==> src/rtl/pipe_ctrl.sv <==
// Pipeline sequencing controller: turns execute-stage jump/hold requests into
// PC, IF/ID and ID/EX control, with a stall watchdog and event counters.
module pipe_ctrl #(
  parameter int unsigned FLUSH_CYCLES = 2,
  parameter int unsigned HOLD_TIMEOUT = 64
) (
  input  logic        clk,
  input  logic        rst_n,
  input  logic        jump_en_i,
  input  logic [31:0] jump_addr_i,
  input  logic        hold_flag_i,
  output logic        pc_jump_en_o,
  output logic [31:0] pc_jump_addr_o,
  output logic        pc_hold_o,
  output logic        if_id_hold_o,
  output logic        if_id_flush_o,
  output logic        id_ex_hold_o,
  output logic        id_ex_flush_o,
  output logic        hold_timeout_o,
  output logic [31:0] flush_cnt_o,
  output logic [31:0] stall_cnt_o
);

  typedef enum logic [1:0] {
    S_RUN   = 2'd0,
    S_FLUSH = 2'd1,
    S_HOLD  = 2'd2
  } state_e;

  localparam logic [3:0]  FLUSH_INIT   = 4'(FLUSH_CYCLES - 1);
  localparam logic [15:0] HOLD_LIMIT   = 16'(HOLD_TIMEOUT);
  localparam bit          MULTI_BUBBLE = (FLUSH_CYCLES > 1);

  state_e      state_q, state_d;
  logic [3:0]  fcnt_q, fcnt_d;
  logic [15:0] hcnt_q, hcnt_d;
  logic [31:0] flush_cnt_q, flush_cnt_d;
  logic [31:0] stall_cnt_q, stall_cnt_d;
  logic        timeout_q, timeout_d;

  logic        accept_jump;
  logic        do_hold;
  logic        do_flush;

  always_comb begin
    // NOTE: every variable gets a default here so no path leaves one unassigned,
    // which would otherwise infer a latch.
    state_d     = state_q;
    fcnt_d      = fcnt_q;
    hcnt_d      = hcnt_q;
    flush_cnt_d = flush_cnt_q;
    stall_cnt_d = stall_cnt_q;
    accept_jump = 1'b0;
    do_hold     = 1'b0;
    do_flush    = 1'b0;

    unique case (state_q)
      S_RUN: begin
        if (jump_en_i) begin
          accept_jump = 1'b1;
        end else if (hold_flag_i) begin
          do_hold     = 1'b1;
          state_d     = S_HOLD;
          hcnt_d      = 16'd1;
          stall_cnt_d = stall_cnt_q + 32'd1;
        end
      end
      S_HOLD: begin
        // An ongoing hold outranks a jump; the jump is re-presented once hold drops.
        if (hold_flag_i) begin
          do_hold     = 1'b1;
          hcnt_d      = (hcnt_q >= HOLD_LIMIT) ? HOLD_LIMIT : hcnt_q + 16'd1;
          stall_cnt_d = stall_cnt_q + 32'd1;
        end else begin
          hcnt_d  = 16'd0;
          state_d = S_RUN;
          if (jump_en_i) accept_jump = 1'b1;
        end
      end
      S_FLUSH: begin
        do_flush = 1'b1;
        fcnt_d   = fcnt_q - 4'd1;
        if (fcnt_q <= 4'd1) begin
          fcnt_d  = 4'd0;
          state_d = S_RUN;
        end
      end
      default: state_d = S_RUN;
    endcase

    if (accept_jump) begin
      do_flush    = 1'b1;
      flush_cnt_d = flush_cnt_q + 32'd1;
      if (MULTI_BUBBLE) begin
        state_d = S_FLUSH;
        fcnt_d  = FLUSH_INIT;
      end else begin
        state_d = S_RUN;
      end
    end
  end

  assign timeout_d = timeout_q | ((state_d == S_HOLD) && (hcnt_d == HOLD_LIMIT));

  always_ff @(posedge clk or negedge rst_n) begin
    // NOTE: state uses non-blocking assignments so every register samples the
    // pre-edge values regardless of statement order.
    if (!rst_n) begin
      state_q     <= S_RUN;
      fcnt_q      <= 4'd0;
      hcnt_q      <= 16'd0;
      flush_cnt_q <= 32'd0;
      stall_cnt_q <= 32'd0;
      timeout_q   <= 1'b0;
    end else begin
      state_q     <= state_d;
      fcnt_q      <= fcnt_d;
      hcnt_q      <= hcnt_d;
      flush_cnt_q <= flush_cnt_d;
      stall_cnt_q <= stall_cnt_d;
      timeout_q   <= timeout_d;
    end
  end

  // Combinational controls are gated so nothing leaks out while reset is held.
  assign pc_jump_en_o   = rst_n & accept_jump;
  assign pc_jump_addr_o = (rst_n && accept_jump) ? jump_addr_i : 32'd0;
  assign pc_hold_o      = rst_n & do_hold;
  assign if_id_hold_o   = rst_n & do_hold;
  assign id_ex_hold_o   = rst_n & do_hold;
  assign if_id_flush_o  = rst_n & do_flush;
  assign id_ex_flush_o  = rst_n & do_flush;
  assign hold_timeout_o = timeout_q;
  assign flush_cnt_o    = flush_cnt_q;
  assign stall_cnt_o    = stall_cnt_q;

endmodule

==> config.mk <==
export PLATFORM = sky130hd
export DESIGN_NAME = pipe_ctrl
export DESIGN_NICKNAME = d
export VERILOG_FILES = /design/src/rtl/pipe_ctrl.sv
export SDC_FILE = /design/constraint.sdc
export NUM_CORES = 1
export LEC_CHECK = 0
export CAP_MARGIN = 20
export CORE_ASPECT_RATIO = 0.75
export CORE_MARGIN = 2
export CORE_UTILIZATION = 55
export CTS_BUF_LIST = sky130_fd_sc_hd__clkbuf_4 sky130_fd_sc_hd__clkbuf_8 sky130_fd_sc_hd__clkbuf_16
export DETAILED_ROUTE_END_ITERATION = 10
export DONT_BUFFER_PORTS = 1
export HOLD_SLACK_MARGIN = 0.03
export PLACE_DENSITY_LB_ADDON = 0.05
export RECOVER_POWER = 50
export SKIP_LAST_GASP = 1
export SLEW_MARGIN = 25
export SYNTH_ARGS = -nofsm -noshare
export SYNTH_HDL_FRONTEND = slang
export SYNTH_SLANG_ARGS = --single-unit
==> constraint.sdc <==
create_clock -name clk -period 2.5 [get_ports clk]
set_clock_uncertainty 0.15 [all_clocks]
set_input_delay 0.25 -clock clk [delete_from_list [all_inputs] [get_ports clk]]
set_output_delay 0.25 -clock clk [all_outputs]
set_load 0.02 [all_outputs]
======== Word-level counts from Yosys, hierarchy flattened ========
Index checks and enable logic that the tools add are counted.
word-level totals
  flip-flop bits (word level) ............. 87
  output and inout bits ................... 103
  bits of input ports ..................... 36
cells by class
  add/sub/neg operators ................... 4
  multiplexer cells ....................... 26
  reductions and logical operators ........ 6
  bitwise operators ....................... 4
  order comparisons ....................... 2
  equality and inequality tests ........... 5
operators with widths
  cell                   count
  $mux 32                3
  $add 32x1->32 const B  2
  $mux 16                4
  $pmux 32 s2            1
  $pmux 16 s2            1
  $add 16x1->16 const B  1
  $eq 16x7->1 const B    1
  $ge 16x7->1 const B    1
  $mux 4                 3
  $mux 2                 5
  $mux 1                 6
  $pmux 2 s3             1
  $eq 2x2->1 const B     2
  $le 4x1->1 const B     1
  $pmux 1 s2             2
  $reduce_bool 2->1      2
  $sub 4x1->4 const B    1
  $and 1x1->1            3
  $eq 2x1->1 const B     1
  $logic_and 1x1->1      2
  $logic_not 2->1        1
  $ne 2x2->1 const B     1
  $reduce_and 2->1       1
  $or 1x1->1             1

======== Logic depth before layout (Yosys ltp) ========
Gate-level depths: netlist of the first run.
  depth in word-level cells ............... 7
  depth in mapped cells ................... 7
  gate-level depth less buffers ........... 7

======== Worst setup path before layout of the first run ========
OpenSTA, ideal clock, no wires.
  kind .................................... register -> output
  start ................................... register state_q[0]
  end ..................................... output port if_id_flush_o
  setup slack ............................. 378 ps
  arrival ................................. 1722 ps
  cell stages (with the launch flop) ...... 7
  buffers on the path ..................... 2
  path through ............................ dfrtp_1 -> and2b_1 -> and2_1 -> clkbuf_1 -> nor2_1 -> nor2b_1 -> buf_4
on the way
  cells in the longest elaborated chain, start to end .. 4
  elaborated cells between the ends (all ways) .. 7
ends and longest elaborated chain
  item                                  RTL line  source
  start: declaration                    34        state_e state_q, state_d;
  start signal: assignment              116       state_q <= state_d;
  $eq 2x2->1 (tied with other cells)    57        unique case (state_q)
  $pmux 1 s2 or $mux 1 (tied branches)  57
  $mux 1 *                              91        if (accept_jump) begin
  $and 1x1->1 *                         --
  end: declaration                      16        output logic if_id_flush_o,
Mark *: on every way between the ends. The rest lies on a longest branch, timed or not.

======== Worst setup path in the final report of the first run ========
Ends and elaborated chain as after synthesis.

==> results.sh, run 1 <==
export IMPL_outcome="completed"
export IMPL_maxCapViolCount=0
export IMPL_fill_cells=625
export IMPL_synth_area_um2=4190
export IMPL_drc_errors=0
export IMPL_grt_pass1_vias=2859
export IMPL_cts_clk_slew_worst_paths_ns=0.08
export IMPL_slew_headroom_pct=22.7
export IMPL_cts_tree="done"
export IMPL_synthesis_nets=436
export IMPL_cts_root_buffer="clkbuf_8"
export IMPL_postCtsHoldBufs=3
export IMPL_cts_setup_buffers=0
export IMPL_grt_util_all_layers_pct=21.9
export IMPL_path_max_fanout=9
export IMPL_vias_per_cell=5.49
export IMPL_vias=2859
export IMPL_synthArstFlopShare_pct=100
export IMPL_cts_resized=0
export IMPL_io_pins=139
export IMPL_synth_mux_area_share_pct=0.537
export IMPL_finalSetupTns_ns=0
export IMPL_ys_seq_elements=87
export IMPL_avgSynthCellArea_um2=10.6
export IMPL_ys_seq_area_share_pct=51.9
export IMPL_seq_area_um2=2180
export IMPL_place_gp_congestion=0.790
export IMPL_grt_max_degree=88
export IMPL_critPathKind="register to output pin"
export IMPL_grt_pass1_wl_um=14100
export IMPL_die_w_um=105
export IMPL_syn_inst=394
export IMPL_diodes=0
export IMPL_layout_drive_gt1_share_pct=10.5
export IMPL_setup_worst_path_end_class="output pin"
export IMPL_area_delta_synth_final_pct=10.1
export IMPL_clock_path_buffers=2
export IMPL_cts_sink_count=87
export IMPL_tightest_slew_ns=1.16
export IMPL_multi_input_area_um2=1920
export IMPL_final_min_clock_period_ns=2.27
export IMPL_ant_nets=0
export IMPL_antenna_found_initial=0
export IMPL_wire_per_inst_um=16.6
export IMPL_hold_viol=0
export IMPL_hpwl_um=6320
export IMPL_startpoint_type="register"
export IMPL_p_per_area_nw_per_um2=773
export IMPL_wl_um=8670
export IMPL_slew_viol_final=0
export IMPL_io_buffer_count=0
export IMPL_cp_required_ns=2.10
export IMPL_synthAdderAreaFrac_pct=1.79
export IMPL_yosys_area_share_simple_pct=26.7
export IMPL_synth_xor_area_share_pct=13.4
export IMPL_r2r_slack_ns=0.24
export IMPL_cts_buffers=9
export IMPL_start_util_pct=56.9
export IMPL_synth_top_family_by_area="simple AND/OR/NAND/NOR gates"
export IMPL_ir_worst_vdd_mv=0.446
export IMPL_synth_cell_types=43
export IMPL_rsz0062_at_grt="no"
export IMPL_fmax_mhz=440
export IMPL_synth_flop_cell="dfrtp_1"
export IMPL_leakagePower_nw=2.17
export IMPL_cts_htree_levels=3
export IMPL_fin_area_um2=4610
export IMPL_fin_crit_sh_pct=91.0
export IMPL_synth_compound_area_share_pct=3.52
export IMPL_dr_pass1_iters=4
export IMPL_worstHoldPathType="input pin to register"
export IMPL_num_rows=27
export IMPL_yosys_warnings=0
export IMPL_insertion_delay_ns=0.35
export IMPL_cp_arrival_ns=1.87
export IMPL_drt_iter0_markers=123
export IMPL_layout_nets=458
export IMPL_place_area_um2=4400
export IMPL_synth_edff_count=0
export IMPL_overflow=0
export IMPL_dieArea_um2=8350
export IMPL_fp_coreArea_um2=7360
export IMPL_die_height_um=79.6
export IMPL_final_setup_viol_count=0
sequential cells by signal, summed over array words and instances, names as in the netlist:
register        flops
flush_cnt_o        32
stall_cnt_o        32
hcnt_q             16
fcnt_q              4
state_q             2
hold_timeout_o      1
through the flow:
stage / total power [W] / hold WS [ns] / utilization, % / instances / setup WS (ns)
after CTS: 0.00362 / 0.0641 / 63.0 / 521 / 0.191
after global routing: 0.00379 / 0.0620 / 62.7 / 521 / 0.0610
final: 0.00357 / 0.0748 / 62.7 / 521 / 0.225
after detailed placement: 0.00263 / -0.193 / 59.8 / 503 / 0.241
after global placement: 0.00260 / -0.193 / 59.8 / 503 / 0.348
after floorplan: 0.00242 / -0.196 / - / 394 / 0.378
cell type report:
cell class	count	share of cell area (%)
flip-flops and latches	87	47.2
well taps	101	2.74
repair buffers	21	3.44
clock inverters	4	1.03
multi-input cells	286	41.7
clock buffers	11	3.01
inverters	11	0.895
cell families after synthesis:
| group | count (synthesis) |
|---|---|
| and+or+nand+nor | 190 |
| xor gates and xnor gates | 64 |
| adders and majority gates | 6 |
| AOI/OAI and AO/OA | 24 |
| DFF | 87 |
| buffers and inverters | 21 |
| muxes | 2 |
synthesized netlist by cell type (2+ instances only):
| master | n | share of area (%) |
|---|---|---|
| nand2_1 | 30 | 2.7 |
| nor4_4 | 2 | 1.0 |
| nor2_1 | 23 | 2.1 |
| nor4_1 | 3 | 0.45 |
| and4_1 | 6 | 1.3 |
| o21ai_0 | 13 | 1.6 |
| and3_1 | 12 | 1.8 |
| mux2_2 | 2 | 0.54 |
| nor3_2 | 2 | 0.48 |
| and2_1 | 43 | 6.4 |
| inv_1 | 11 | 0.98 |
| nand3b_1 | 2 | 0.36 |
| buf_4 | 3 | 0.54 |
| clkbuf_1 | 5 | 0.45 |
| o31ai_1 | 3 | 0.54 |
| nor2b_1 | 7 | 1.0 |
| ha_1 | 6 | 1.8 |
| xnor2_1 | 48 | 10 |
| nand3_1 | 22 | 2.6 |
| nand4_1 | 20 | 3.0 |
| nand2b_1 | 4 | 0.60 |
| xor2_1 | 16 | 3.3 |
| nor3_1 | 5 | 0.60 |
| dfrtp_1 | 87 | 52 |
cells in the final DEF (no fill, tap or decap), types with 7 or more instances in the layout:
master	count
nand3_1	22
xnor2_1	48
inv_1	11
nor2b_1	7
nand2_1	30
clkbuf_8	9
xor2_1	16
dfrtp_1	87
and2_1	40
and3_1	12
nand4_1	20
buf_4	17
nor2_1	23
o21ai_0	13
path summary, 6_finish.rpt:
kind                                   endpoint       startpoint  cells after the start
worst max-delay path              if_id_flush_o       state_q[0]                      5
worst min-delay path                  hcnt_q[0]      hold_flag_i                      2
worst max register to register  flush_cnt_o[25]  flush_cnt_o[10]                      5
worst min register to register       hcnt_q[15]       hcnt_q[15]                      1
max in group asynchronous       stall_cnt_o[29]            rst_n                      2
min in group asynchronous             hcnt_q[4]            rst_n                      2
critical path, stage by stage (launching register included):
cell and delay (ns):
dfrtp_1 0.45, and2b_1 0.30, and2_1 0.34, nor2_1 0.13, nor2b_1 0.12, buf_4 0.18
metal layers:
layer | vias up | part of all wire [%] | GRT usage, % | routed length (um)
met3 | 7 | 7.9 | 8.98 | 689
li1 | 1380 | - | - | -
met5 | - | 0 | 0 | 0
met4 | 0 | 0.82 | 5.20 | 71
met1 | 1369 | 43 | 26.8 | 3710
met2 | 103 | 48 | 36.4 | 4200
report_power, final:
group          total, W  internal [W]  leakage [nW]  switching (W)
combinational  0.000780      0.000290         0.890       0.000491
sequential      0.00184       0.00155          1.18       0.000287
clock          0.000950      0.000476        0.0960       0.000474
total           0.00357       0.00231          2.17        0.00125
Power figures use the tool's default switching activity.
==> run 2, diff against run 1 <==
--- a/config.mk
+++ b/config.mk
@@ -15,6 +15,7 @@
 export HOLD_SLACK_MARGIN = 0.03
 export PLACE_DENSITY_LB_ADDON = 0.05
 export RECOVER_POWER = 50
+export REMOVE_ABC_BUFFERS = 1
 export SKIP_LAST_GASP = 1
 export SLEW_MARGIN = 25
 export SYNTH_ARGS = -nofsm -noshare
==> run 2 against run 1 <==
Against the previous run: first-iteration DRC count increased by 14%; non-clock buffer count decreased by 4; sequential share of layout area shrank 0.39 points; fmax shrank 0.68%; wire length is 5.0% lower; sequential power barely moved; critical path type unchanged; largest cell class unchanged.
==> results.sh, run 2 (synthesis results as in run 1) <==
export IMPL_ant_nets=0
export IMPL_fin_crit_sh_pct=91.6
export IMPL_p_per_area_nw_per_um2=818
export IMPL_cts_buffers=9
export IMPL_dieArea_um2=8350
export IMPL_diodes=0
export IMPL_layout_drive_gt1_share_pct=9.59
export IMPL_layout_nets=454
export IMPL_grt_util_all_layers_pct=20.4
export IMPL_io_buffer_count=0
export IMPL_drc_errors=0
export IMPL_place_gp_congestion=0.813
export IMPL_ir_worst_vdd_mv=0.750
export IMPL_dr_pass1_iters=4
export IMPL_outcome="completed"
export IMPL_holdPathEnd="hcnt_q[6]"
export IMPL_final_min_clock_period_ns=2.29
export IMPL_overflow=0
export IMPL_antenna_found_initial=0
export IMPL_hpwl_um=5880
export IMPL_path_max_fanout=9
export IMPL_num_rows=27
export IMPL_grt_max_degree=88
export IMPL_die_w_um=105
export IMPL_drt_iter0_markers=140
export IMPL_vias=2834
export IMPL_final_setup_viol_count=0
export IMPL_hold_depth=3
export IMPL_cts_root_buffer="clkbuf_8"
export IMPL_insertion_delay_ns=0.35
export IMPL_rsz0062_at_grt="no"
export IMPL_crit_buf_inv=1
export IMPL_path_delay_family="simple AND/OR/NAND/NOR gates"
export IMPL_slew_viol_final=0
export IMPL_cts_clk_slew_worst_paths_ns=0.08
export IMPL_finalSetupTns_ns=0
export IMPL_grt_pass1_wl_um=13300
export IMPL_r2r_slack_ns=0.29
export IMPL_fin_area_um2=4650
export IMPL_cts_htree_levels=3
export IMPL_die_height_um=79.6
export IMPL_final_cell_mix="dfrtp_1 (87), xnor2_1 (48), and2_1 (43), nand2_1 (30), nor2_1 (23)"
export IMPL_cts_tree="done"
export IMPL_vias_per_cell=5.47
export IMPL_ff2ff_path_depth=5
export IMPL_startpoint_type="register"
export IMPL_start_util_pct=56.9
export IMPL_fmax_mhz=437
export IMPL_leakagePower_nw=2.17
export IMPL_cp_required_ns=2.10
export IMPL_grt_pass1_vias=2601
export IMPL_hp_start="hold_flag_i"
export IMPL_cp_arrival_ns=1.89
export IMPL_cts_setup_buffers=0
export IMPL_wl_um=8240
export IMPL_clock_path_buffers=2
export IMPL_crit_path_cell_trace="and2b_1 > and2_1 > nor2_1 > nor2b_1 > buf_4"
export IMPL_io_pins=139
export IMPL_hold_viol=0
export IMPL_maxCapViolCount=0
export IMPL_worstHoldPathType="input pin to register"
export IMPL_critPathKind="register to output pin"
export IMPL_cts_sink_count=87
export IMPL_cpMaxStageDelayCell="dfrtp_1"
export IMPL_worstReg2RegEnd="flush_cnt_o[31]"
export IMPL_area_delta_synth_final_pct=11.0
export IMPL_slew_headroom_pct=23.5
export IMPL_fp_coreArea_um2=7360
export IMPL_timing_rr_start="flush_cnt_o[11]"
export IMPL_wire_per_inst_um=15.9
export IMPL_final_common_cell="dfrtp_1"
export IMPL_setup_worst_path_end_class="output pin"
export IMPL_slowest_delay_ns=0.44
export IMPL_place_area_um2=4370
export IMPL_tightest_slew_ns=1.15
## run 2: cell count changes in the layout (fill, tap and decap cells not counted), moves of 2 or more
cell / previous run / this run
bufinv_16: 1 / 3
clkbuf_4: 3 / 1
and2_1: 40 / 43
buf_4: 17 / 12
clkinv_2: 2 / 0
and2_0: 3 / 0
## run 2: per-layer routing
layer,up-vias,global-route usage [%],part of all wire (%)
met2,68,27.1,43
met4,0,7.20,1.2
li1,1377,-,-
met5,-,0,0
met3,7,6.29,5.7
met1,1382,31.1,50
## run 2: stage by stage
step | util (%) | power, W | std cells | hold WS, ns | setup slack, ns
4_1_cts | 63.5 | 0.00386 | 518 | 0.127 | 0.204
6_report | 63.2 | 0.00381 | 518 | 0.147 | 0.210
3_5_place_dp | 59.3 | 0.00260 | 498 | -0.194 | 0.299
2_1_floorplan | - | 0.00239 | 384 | -0.196 | 0.452
5_1_grt | 63.2 | 0.00404 | 518 | 0.137 | 0.0278
3_3_place_gp | 59.3 | 0.00258 | 498 | -0.194 | 0.335
## run 2: how the worst max path moves through the flow
stage                          from              end  slack, ns  depth (start not counted)
floorplan            flush_cnt_o[9]  flush_cnt_o[25]       0.45                          5
global placement    flush_cnt_o[11]  flush_cnt_o[31]       0.33                          5
detailed placement  flush_cnt_o[11]  flush_cnt_o[31]       0.30                          5
CTS                      state_q[0]    id_ex_flush_o       0.20                          5
global route             state_q[0]    if_id_flush_o       0.03                          5
finish                   state_q[0]    id_ex_flush_o       0.21                          5
## run 2: power by group
group          internal [W]  switching [W]  leakage, nW  total, W
registers           0.00155       0.000310         1.18   0.00186
clock network      0.000696       0.000497        0.123   0.00119
logic              0.000286       0.000470        0.870  0.000756
total               0.00253        0.00128         2.17   0.00381
## run 2: layout make-up
| class | instances | area, um^2 |
|---|---|---|
| Inverter | 11 | 41.3 |
| Multi-Input combinational cell | 286 | 1920 |
| Fill cell | 640 | 2710 |
| Clock inverter | 6 | 115 |
| Tap cell | 101 | 126 |
| Timing Repair Buffer | 17 | 131 |
| Clock buffer | 10 | 138 |
| Sequential cell | 87 | 2180 |
## run 2: worst reg2reg max path, cell delays in order, from the launching register on
cell and delay [ns]:
dfrtp_1 0.54, nand4_2 0.19, or3_4 0.46, nor4_4 0.42, nand4_1 0.18, xnor2_1 0.15
## run 2: what timing repair did
| action | in CTS | in global routing |
|---|---|---|
| hold buffers | 4 | 0 |
| gates resized for setup | 0 | 0 |
| endpoints found under the hold margin | 88 | 0 |
